## src/rtl/add_pkg.sv

```systemverilog
// Shared definitions for the pipelined ADD unit: operation encodings.
package add_pkg;

    typedef enum logic [1:0] {
        OP_ADD = 2'd0,
        OP_SUB = 2'd1,
        OP_ADC = 2'd2,
        OP_SBB = 2'd3
    } op_e;

endpackage

```

## src/rtl/add_slice.sv

```systemverilog
// Combinational SEG-bit adder slice: sum, carry-out and carry into the slice MSB.
module add_slice #(
    parameter int SEG = 4
) (
    input  logic [SEG-1:0] a,
    input  logic [SEG-1:0] b,
    input  logic           ci,
    output logic [SEG-1:0] s,
    output logic           co,
    output logic           cmsb
);

    logic [SEG:0] full;

    always_comb begin
        full = {1'b0, a} + {1'b0, b} + {{SEG{1'b0}}, ci};
        s    = full[SEG-1:0];
        co   = full[SEG];
        // Carry into the MSB recovered from the MSB sum bit and its operands.
        cmsb = full[SEG-1] ^ a[SEG-1] ^ b[SEG-1];
    end

endmodule

```

## src/rtl/add_pipe.sv

```systemverilog
// Pipelined ADD/SUB/ADC/SBB unit: one SEG-bit slice per stage, carry registered
// between stages, valid/ready handshake with a single global advance enable.
module add_pipe #(
    parameter int WIDTH = 16,
    parameter int SEG   = 4,
    parameter int TAG_W = 4
) (
    input  logic             clk,
    input  logic             rst_n,
    input  logic             in_valid,
    output logic             in_ready,
    input  logic [WIDTH-1:0] a,
    input  logic [WIDTH-1:0] b,
    input  logic [1:0]       op,
    input  logic             cin,
    input  logic [TAG_W-1:0] tag_in,
    output logic             out_valid,
    input  logic             out_ready,
    output logic [WIDTH-1:0] sum,
    output logic             carry,
    output logic             overflow,
    output logic             zero,
    output logic             negative,
    output logic [TAG_W-1:0] tag_out
);

    import add_pkg::*;

    localparam int unsigned STAGES = WIDTH / SEG;
    localparam int unsigned NPR    = (STAGES > 1) ? STAGES - 1 : 1;
    localparam int unsigned L      = STAGES - 1;

    if (WIDTH % SEG != 0) begin : g_bad_seg
        $fatal(1, "add_pipe: WIDTH must be a multiple of SEG");
    end

    logic             en;
    logic [WIDTH-1:0] bp;
    logic             c0;

    // Per-stage combinational inputs and results
    logic [WIDTH-1:0] ain   [STAGES];
    logic [WIDTH-1:0] bin   [STAGES];
    logic [WIDTH-1:0] sin   [STAGES];
    logic [WIDTH-1:0] sout  [STAGES];
    logic [SEG-1:0]   slc_s [STAGES];
    logic             cin_s [STAGES];
    logic             cout  [STAGES];
    logic             cmsb  [STAGES];
    logic             vin   [STAGES];
    logic [TAG_W-1:0] tin   [STAGES];

    // Inter-stage registers (stage 0 .. STAGES-2)
    logic [WIDTH-1:0] a_q [NPR];
    logic [WIDTH-1:0] b_q [NPR];
    logic [WIDTH-1:0] s_q [NPR];
    logic             c_q [NPR];
    logic             v_q [NPR];
    logic [TAG_W-1:0] t_q [NPR];

    assign en       = !out_valid || out_ready;
    assign in_ready = en;

    always_comb begin
        bp = b;
        c0 = 1'b0;
        case (op_e'(op))
            OP_ADD: begin bp = b;  c0 = 1'b0; end
            OP_SUB: begin bp = ~b; c0 = 1'b1; end
            OP_ADC: begin bp = b;  c0 = cin;  end
            OP_SBB: begin bp = ~b; c0 = cin;  end
            default: begin bp = b; c0 = 1'b0; end
        endcase
    end

    for (genvar k = 0; k < STAGES; k++) begin : g_stage
        if (k == 0) begin : g_first
            assign ain[k]   = a;
            assign bin[k]   = bp;
            assign cin_s[k] = c0;
            assign sin[k]   = '0;
            assign vin[k]   = in_valid;
            assign tin[k]   = tag_in;
        end else begin : g_next
            assign ain[k]   = a_q[k-1];
            assign bin[k]   = b_q[k-1];
            assign cin_s[k] = c_q[k-1];
            assign sin[k]   = s_q[k-1];
            assign vin[k]   = v_q[k-1];
            assign tin[k]   = t_q[k-1];
        end

        add_slice #(.SEG(SEG)) u_slice (
            .a    (ain[k][k*SEG +: SEG]),
            .b    (bin[k][k*SEG +: SEG]),
            .ci   (cin_s[k]),
            .s    (slc_s[k]),
            .co   (cout[k]),
            .cmsb (cmsb[k])
        );

        // Slices above k are still zero in the accumulated sum, so OR-in is exact.
        assign sout[k] = sin[k] | (WIDTH'(slc_s[k]) << (k * SEG));
    end

    always_ff @(posedge clk) begin
        if (!rst_n) begin
            for (int unsigned i = 0; i < NPR; i++) begin
                v_q[i] <= 1'b0;
                a_q[i] <= '0;
                b_q[i] <= '0;
                s_q[i] <= '0;
                c_q[i] <= 1'b0;
                t_q[i] <= '0;
            end
        end else if (en) begin
            for (int unsigned i = 0; i + 1 < STAGES; i++) begin
                v_q[i] <= vin[i];
                a_q[i] <= ain[i];
                b_q[i] <= bin[i];
                s_q[i] <= sout[i];
                c_q[i] <= cout[i];
                t_q[i] <= tin[i];
            end
        end
    end

    // Result registers only load on a valid op so bubbles leave them untouched.
    always_ff @(posedge clk) begin
        if (!rst_n) begin
            out_valid <= 1'b0;
            sum       <= '0;
            carry     <= 1'b0;
            overflow  <= 1'b0;
            zero      <= 1'b0;
            negative  <= 1'b0;
            tag_out   <= '0;
        end else if (en) begin
            out_valid <= vin[L];
            if (vin[L]) begin
                sum      <= sout[L];
                carry    <= cout[L];
                overflow <= cout[L] ^ cmsb[L];
                zero     <= (sout[L] == '0);
                negative <= sout[L][WIDTH-1];
                tag_out  <= tin[L];
            end
        end
    end

endmodule

```

## config.mk

```make
export PLATFORM = sky130hd
export DESIGN_NAME = add_pipe
export DESIGN_NICKNAME = d
export VERILOG_FILES = /design/src/rtl/add_pkg.sv /design/src/rtl/add_slice.sv /design/src/rtl/add_pipe.sv
export SDC_FILE = /design/constraint.sdc
export NUM_CORES = 1
export LEC_CHECK = 0
export BUFFER_PORTS_ARGS = -buffer_cell sky130_fd_sc_hd__buf_4
export CAP_MARGIN = 15
export CORE_UTILIZATION = 57
export CTS_BUF_LIST = sky130_fd_sc_hd__clkbuf_16
export CTS_CLUSTER_SIZE = 14
export DETAILED_ROUTE_END_ITERATION = 6
export MAX_ROUTING_LAYER = met4
export PLACE_DENSITY = 0.77
export SKIP_LAST_GASP = 1
export SLEW_MARGIN = 20
export SYNTH_ARGS = -nofsm -noshare
export SYNTH_HDL_FRONTEND = slang
export SYNTH_SLANG_ARGS = --single-unit
```

## constraint.sdc

```tcl
create_clock -name clk -period 3.95 [get_ports clk]
set_input_delay 0.79 -clock clk [delete_from_list [all_inputs] [get_ports clk]]
set_output_delay 0.79 -clock clk [all_outputs]
set_load 0.05 [all_outputs]
```

# [Yosys cells after proc, flatten, opt, wreduce, memory -nomap -nowiden]
# Memory sizes are Yosys's and may differ from the RTL's. A register that Yosys moved wholly into a read port is not among the register bits.
# Index checks and enable logic that the tools add are counted.
[op_classes] add_sub_neg=8 eq_ne=3 muxes=24 bitwise=25 n_reduce_logical=9
[ops] operator="$mux 16" n=9
[ops] operator="$pmux 16 s2" n=1
[ops] operator="$add 4x4->5" n=4
[ops] operator="$add 5x1->5" n=4
[ops] operator="$or 1x1->1" n=18
[ops] operator="$logic_not 16->1" n=1
[ops] operator="$not 16->16" n=1
[ops] operator="$or 16x12->16" n=1
[ops] operator="$or 16x16->16" n=1
[ops] operator="$or 16x8->16" n=1
[ops] operator="$mux 4" n=3
[ops] operator="$mux 1" n=10
[ops] operator="$reduce_or 2->1" n=3
[ops] operator="$eq 2x2->1 const B" n=2
[ops] operator="$pmux 1 s3" n=1
[ops] operator="$xor 1x1->1" n=3
[ops] operator="$eq 2x1->1 const B" n=1
[ops] operator="$logic_not 1->1" n=2
[ops] operator="$logic_not 2->1" n=1
[ops] operator="$reduce_and 2->1" n=1
[ops] operator="$logic_or 1x1->1" n=1
[totals] regBits=21 ramBits=162 in_bits=43 out_inout_bits=26 word_cells=81 mem_count=6
[mem_list] memory="a_q" words=3 word_bits=16 rd=3 rd_clocked_by_memory_dff=0 wr=3 line_no="add_pipe.sv:54" rtl="logic [WIDTH-1:0] a_q [NPR];"
[mem_list] memory="b_q" words=3 word_bits=16 rd=3 rd_clocked_by_memory_dff=0 wr=3 line_no="add_pipe.sv:55" rtl="logic [WIDTH-1:0] b_q [NPR];"
[mem_list] memory="s_q" words=3 word_bits=16 rd=3 rd_clocked_by_memory_dff=0 wr=3 line_no="add_pipe.sv:56" rtl="logic [WIDTH-1:0] s_q [NPR];"
[mem_list] memory="t_q" words=3 word_bits=4 rd=3 rd_clocked_by_memory_dff=1 wr=3 line_no="add_pipe.sv:59" rtl="logic [TAG_W-1:0] t_q [NPR];"
[mem_list] memory="c_q" words=3 word_bits=1 rd=3 rd_clocked_by_memory_dff=0 wr=3 line_no="add_pipe.sv:57" rtl="logic c_q [NPR];"
[mem_list] memory="v_q" words=3 word_bits=1 rd=3 rd_clocked_by_memory_dff=0 wr=3 line_no="add_pipe.sv:58" rtl="logic v_q [NPR];"

# [Depth between registers and ports, before layout]
[depth] depth_word=6 depth_mapped=9 mapped_depth_nobuf=8

# [By module]
# A second synthesis with hierarchy kept.
[hier_totals] cells_unflattened=411 hier_area_um2=5232.5
[modules_own_cells] module="add_pipe" n_inst=1 cells_each=335 area_each_um2=4521.8 seq_area_each_um2=3183.1
[modules_own_cells] module="add_slice" n_inst=4 cells_each=19 area_each_um2=177.7 seq_area_each_um2=0.0

# [Worst setup path after synthesis]
# No wires, ideal clock.
[synth_timing] kind="input port to flip-flop" from="in rst_n" to="mem a_q[0][10] (enable)" setup_time_ps=863 arrival_ps=2532 t_required_ps=3087 path_slack_ps=555 stages=2 n_path_buf=1 path_cell_list="clkbuf_1 -> nand2_1"
[synth_lines] item="from (decl)" line_no="add_pipe.sv:9" rtl="input logic rst_n,"
[synth_lines] item="to (decl)" line_no="add_pipe.sv:54"

# [Final worst setup path]
[layout_timing] from="in out_ready" to="out in_ready"
[layout_between] elab_chain_len=1
[layout_lines] item="from (decl)" line_no="add_pipe.sv:18" rtl="input logic out_ready,"
[layout_lines] item="$logic_or 1x1->1" line_no="add_pipe.sv:61" rtl="assign en = !out_valid || out_ready;"
[layout_lines] item="to (decl)" line_no="add_pipe.sv:11" rtl="output logic in_ready,"
# No other way between the ends.

==> out/qor.yml <==
tritoncts: "done"
setup_violations: 0
die_x_um: 95.20
syn_nets: 459
synth_compound_area_share_pct: 5.181
cts_made_buffers: 17
clock_path_buffers: 2
hold_slack_ns: 0.4546
crit_fanout: 41
cts_setup_buffers: 0
grt_pass1_vias: 2821
fillers: 543
cp-end-kind: "output pin"
clk_pin_slew_ns: 0.05
yosysTopAreaCell: "edfxtp_1"
pin_count: 69
slew_headroom_pct: 41.70
multiInputGateArea_um2: 1592
yosysSeqAreaShare_pct: 64.29
clock-root-buffer: "clkbuf_16"
ys_ff_latch: 114
r2r_slack_ns: 1.71
hold_viol_final: 0
finalMaxSlewViolations: 0
wirelength_mm: 8.105
yosys.area_share.xor_xnor_pct: 4.397
min_to: "sum[7]"
avgSynthCellArea_um2: 12.50
synth-adder-area-share_pct: 6.267
grtUsageMet2_pct: 32.50
grt-ovfl-total: 0
start_util_pct: 59.66
cts_hold_buf: 0
finalCritPeriodShare_pct: 75.68
start_kind: "input port"
layout_commonest_cell: "edfxtp_1"
peakVddDrop_uv: 345.9
hold_depth: 2
area_delta_synth_final_pct: 22.80
skew_ns: 0.01053
portBuffers: 68
worst-r2r-cell-count: 4
synth_area_leaders: "edfxtp_1 55%, dfxtp_1 9.7%, and3_1 8.2%, fa_1 3.2%, nand2_1 3.2%"
synth_top_family_by_area: "simple AND/OR/NAND/NOR gates"
drt_iter0_drc: 183
grt_use_met1_pct: 24.51
synth-simple-area-share_pct: 15.74
fmax_ghz: 0.3345
worstMarginPinSlew_ns: 0.8724
cellPowerDensity_nw_per_um2: 504.7
rr_endpoint: "b_q[0][11]"
synth_top_area_share_pct: 54.59
grtUsageTotal_pct: 20.70
syn_area_um2: 4951
wire_per_inst_um: 14.10
core_region_area_um2: 8299
die_h_um: 95.20
drc_errors: 0
die_area_um2: 9063
critPathKind: "input port to output pin"
p_leak_uw: 0.002772
layout-drive-gt1-share_pct: 21.28
ys.warnings.count: 0
ant_nets: 0
dr.pass1.iters: 4
synthCells: 396
regArea_um2: 3183
placementRows: 33
grt_first_pass_wirelength_mm: 13.19
cts_sinks: 114
yosysUniqueCellTypes: 34
setup-tns-final_ns: 0
post-route-min-period_ns: 2.989
vias: 3004
rsz0062_at_grt: "false"
muxShareOfSynthArea_pct: 0.2274
hpwl_mm: 4.947
layout_common_cells: "90 x edfxtp_1, 69 x buf_4, 65 x and3_1"
diodes: 0
h-tree-depth: 4
clk_latency_ns: 0.41
antenna_found_initial: 0
grt_use_met3_pct: 6.539
viasPerCell: 5.224
fin_nets: 520
top_usage_layer: "met2"
crit_arrival_ns: 2.20
placed_cell_area_um2: 5494
hold_start: "sum[7]"
postLayoutCellArea_um2: 6080
r2r-start: "out_valid"
grt_max_degree: 93
gp_congestion: 0.7395
hold_path.class: "flop to flop"
status: "finished clean"
worstPathRequired_ns: 3.16
post_cts_resized: 0
cap_viol_max_count: 0
[flip-flops by register name, summed over array words and instances, names as in the netlist]
signal and count:
out_valid 1, overflow 1, zero 1, t_q 12, negative 1, b_q 24, sum 15, carry 1
v_q 3, tag_out 4, c_q 3, s_q 24, a_q 24
[where the power goes]
group / internal [µW] / total, µW / switching (µW)
combinational: 111 / 235 / 125
clock: 934 / 1430 / 497
sequential: 1380 / 1400 / 25.2
[area by class of cell]
class,instances,share of cell area (%)
Clock buffer,21,8.644
Sequential cell,114,52.36
Multi-Input combinational cell,234,26.18
Clock inverter,11,0.8438
Timing Repair Buffer,69,8.520
Inverter,21,1.297
Tap cell,105,2.161
[Yosys cell counts]
| library cell | count |
|---|---|
| a21o_1 | 3 |
| or4_1 | 2 |
| edfxtp_1 | 90 |
| a21oi_1 | 8 |
| o21ai_1 | 2 |
| o211a_1 | 2 |
| nor4_1 | 1 |
| nor2_1 | 23 |
| nand4_1 | 1 |
| inv_2 | 1 |
| buf_4 | 1 |
| o21ai_0 | 4 |
| xnor2_1 | 15 |
| nand2b_1 | 1 |
| nand2_1 | 42 |
| a221oi_1 | 1 |
| ha_1 | 12 |
| nor2b_1 | 8 |
| a21boi_1 | 9 |
| a21boi_0 | 8 |
| clkbuf_1 | 19 |
| xor2_1 | 8 |
| dfxtp_1 | 24 |
| nor3b_1 | 1 |
| mux2_2 | 1 |
| o21a_1 | 1 |
| and3_1 | 65 |
| nand3_1 | 1 |
| nor3_1 | 4 |
| inv_1 | 20 |
| fa_1 | 8 |
| buf_2 | 7 |
| xnor2_2 | 1 |
| and2_1 | 2 |
[worst max-delay path, stage by stage]
cell     delay [ns]
buf_4          0.11
nor2b_1        0.42
inv_2          0.30
buf_4          0.32
buf_4          0.23
[cell families (layout without fill, tap and decap cells)]
family / count (synthesis) / in the layout
fa+ha+maj: 20 / 20
compound gates: 38 / 38
buf+inv: 48 / 122
mux: 1 / 1
flops: 114 / 114
xor+xnor: 24 / 24
simple gates: 151 / 151
[how the worst max path moves through the flow]
| stage | start | endpoint | slack, ns | cells after the start |
|---|---|---|---|---|
| floorplan | rst_n | a_q[0][10] | 0.56 | 2 |
| global placement | out_ready | in_ready | 1.16 | 5 |
| detailed placement | out_ready | in_ready | 1.16 | 5 |
| CTS | out_ready | in_ready | 1.16 | 5 |
| global route | out_ready | in_ready | 0.90 | 5 |
| finish | out_ready | in_ready | 0.96 | 5 |
[metal layers]
layer / wire length [µm] / part of all wire (%) / up-vias
met4: 115 / 1.4 / 0
li1: - / - / 1510
met5: 0 / 0 / -
met1: 3507 / 43 / 1403
met3: 370 / 4.6 / 13
met2: 4112 / 51 / 78
[through the flow]
stage | power, µW | cells | setup slack, ns | utilization (%)
after floorplan | 1577 | 396 | 0.5553 | -
after global placement | 1646 | 543 | 1.157 | 66.20
after detailed placement | 1659 | 543 | 1.155 | 66.20
after CTS | 3088 | 575 | 1.158 | 73.15
after global routing | 3182 | 575 | 0.9010 | 73.25
final | 3068 | 575 | 0.9607 | 73.25
No activity file was read; power rests on OpenSTA's default activity.
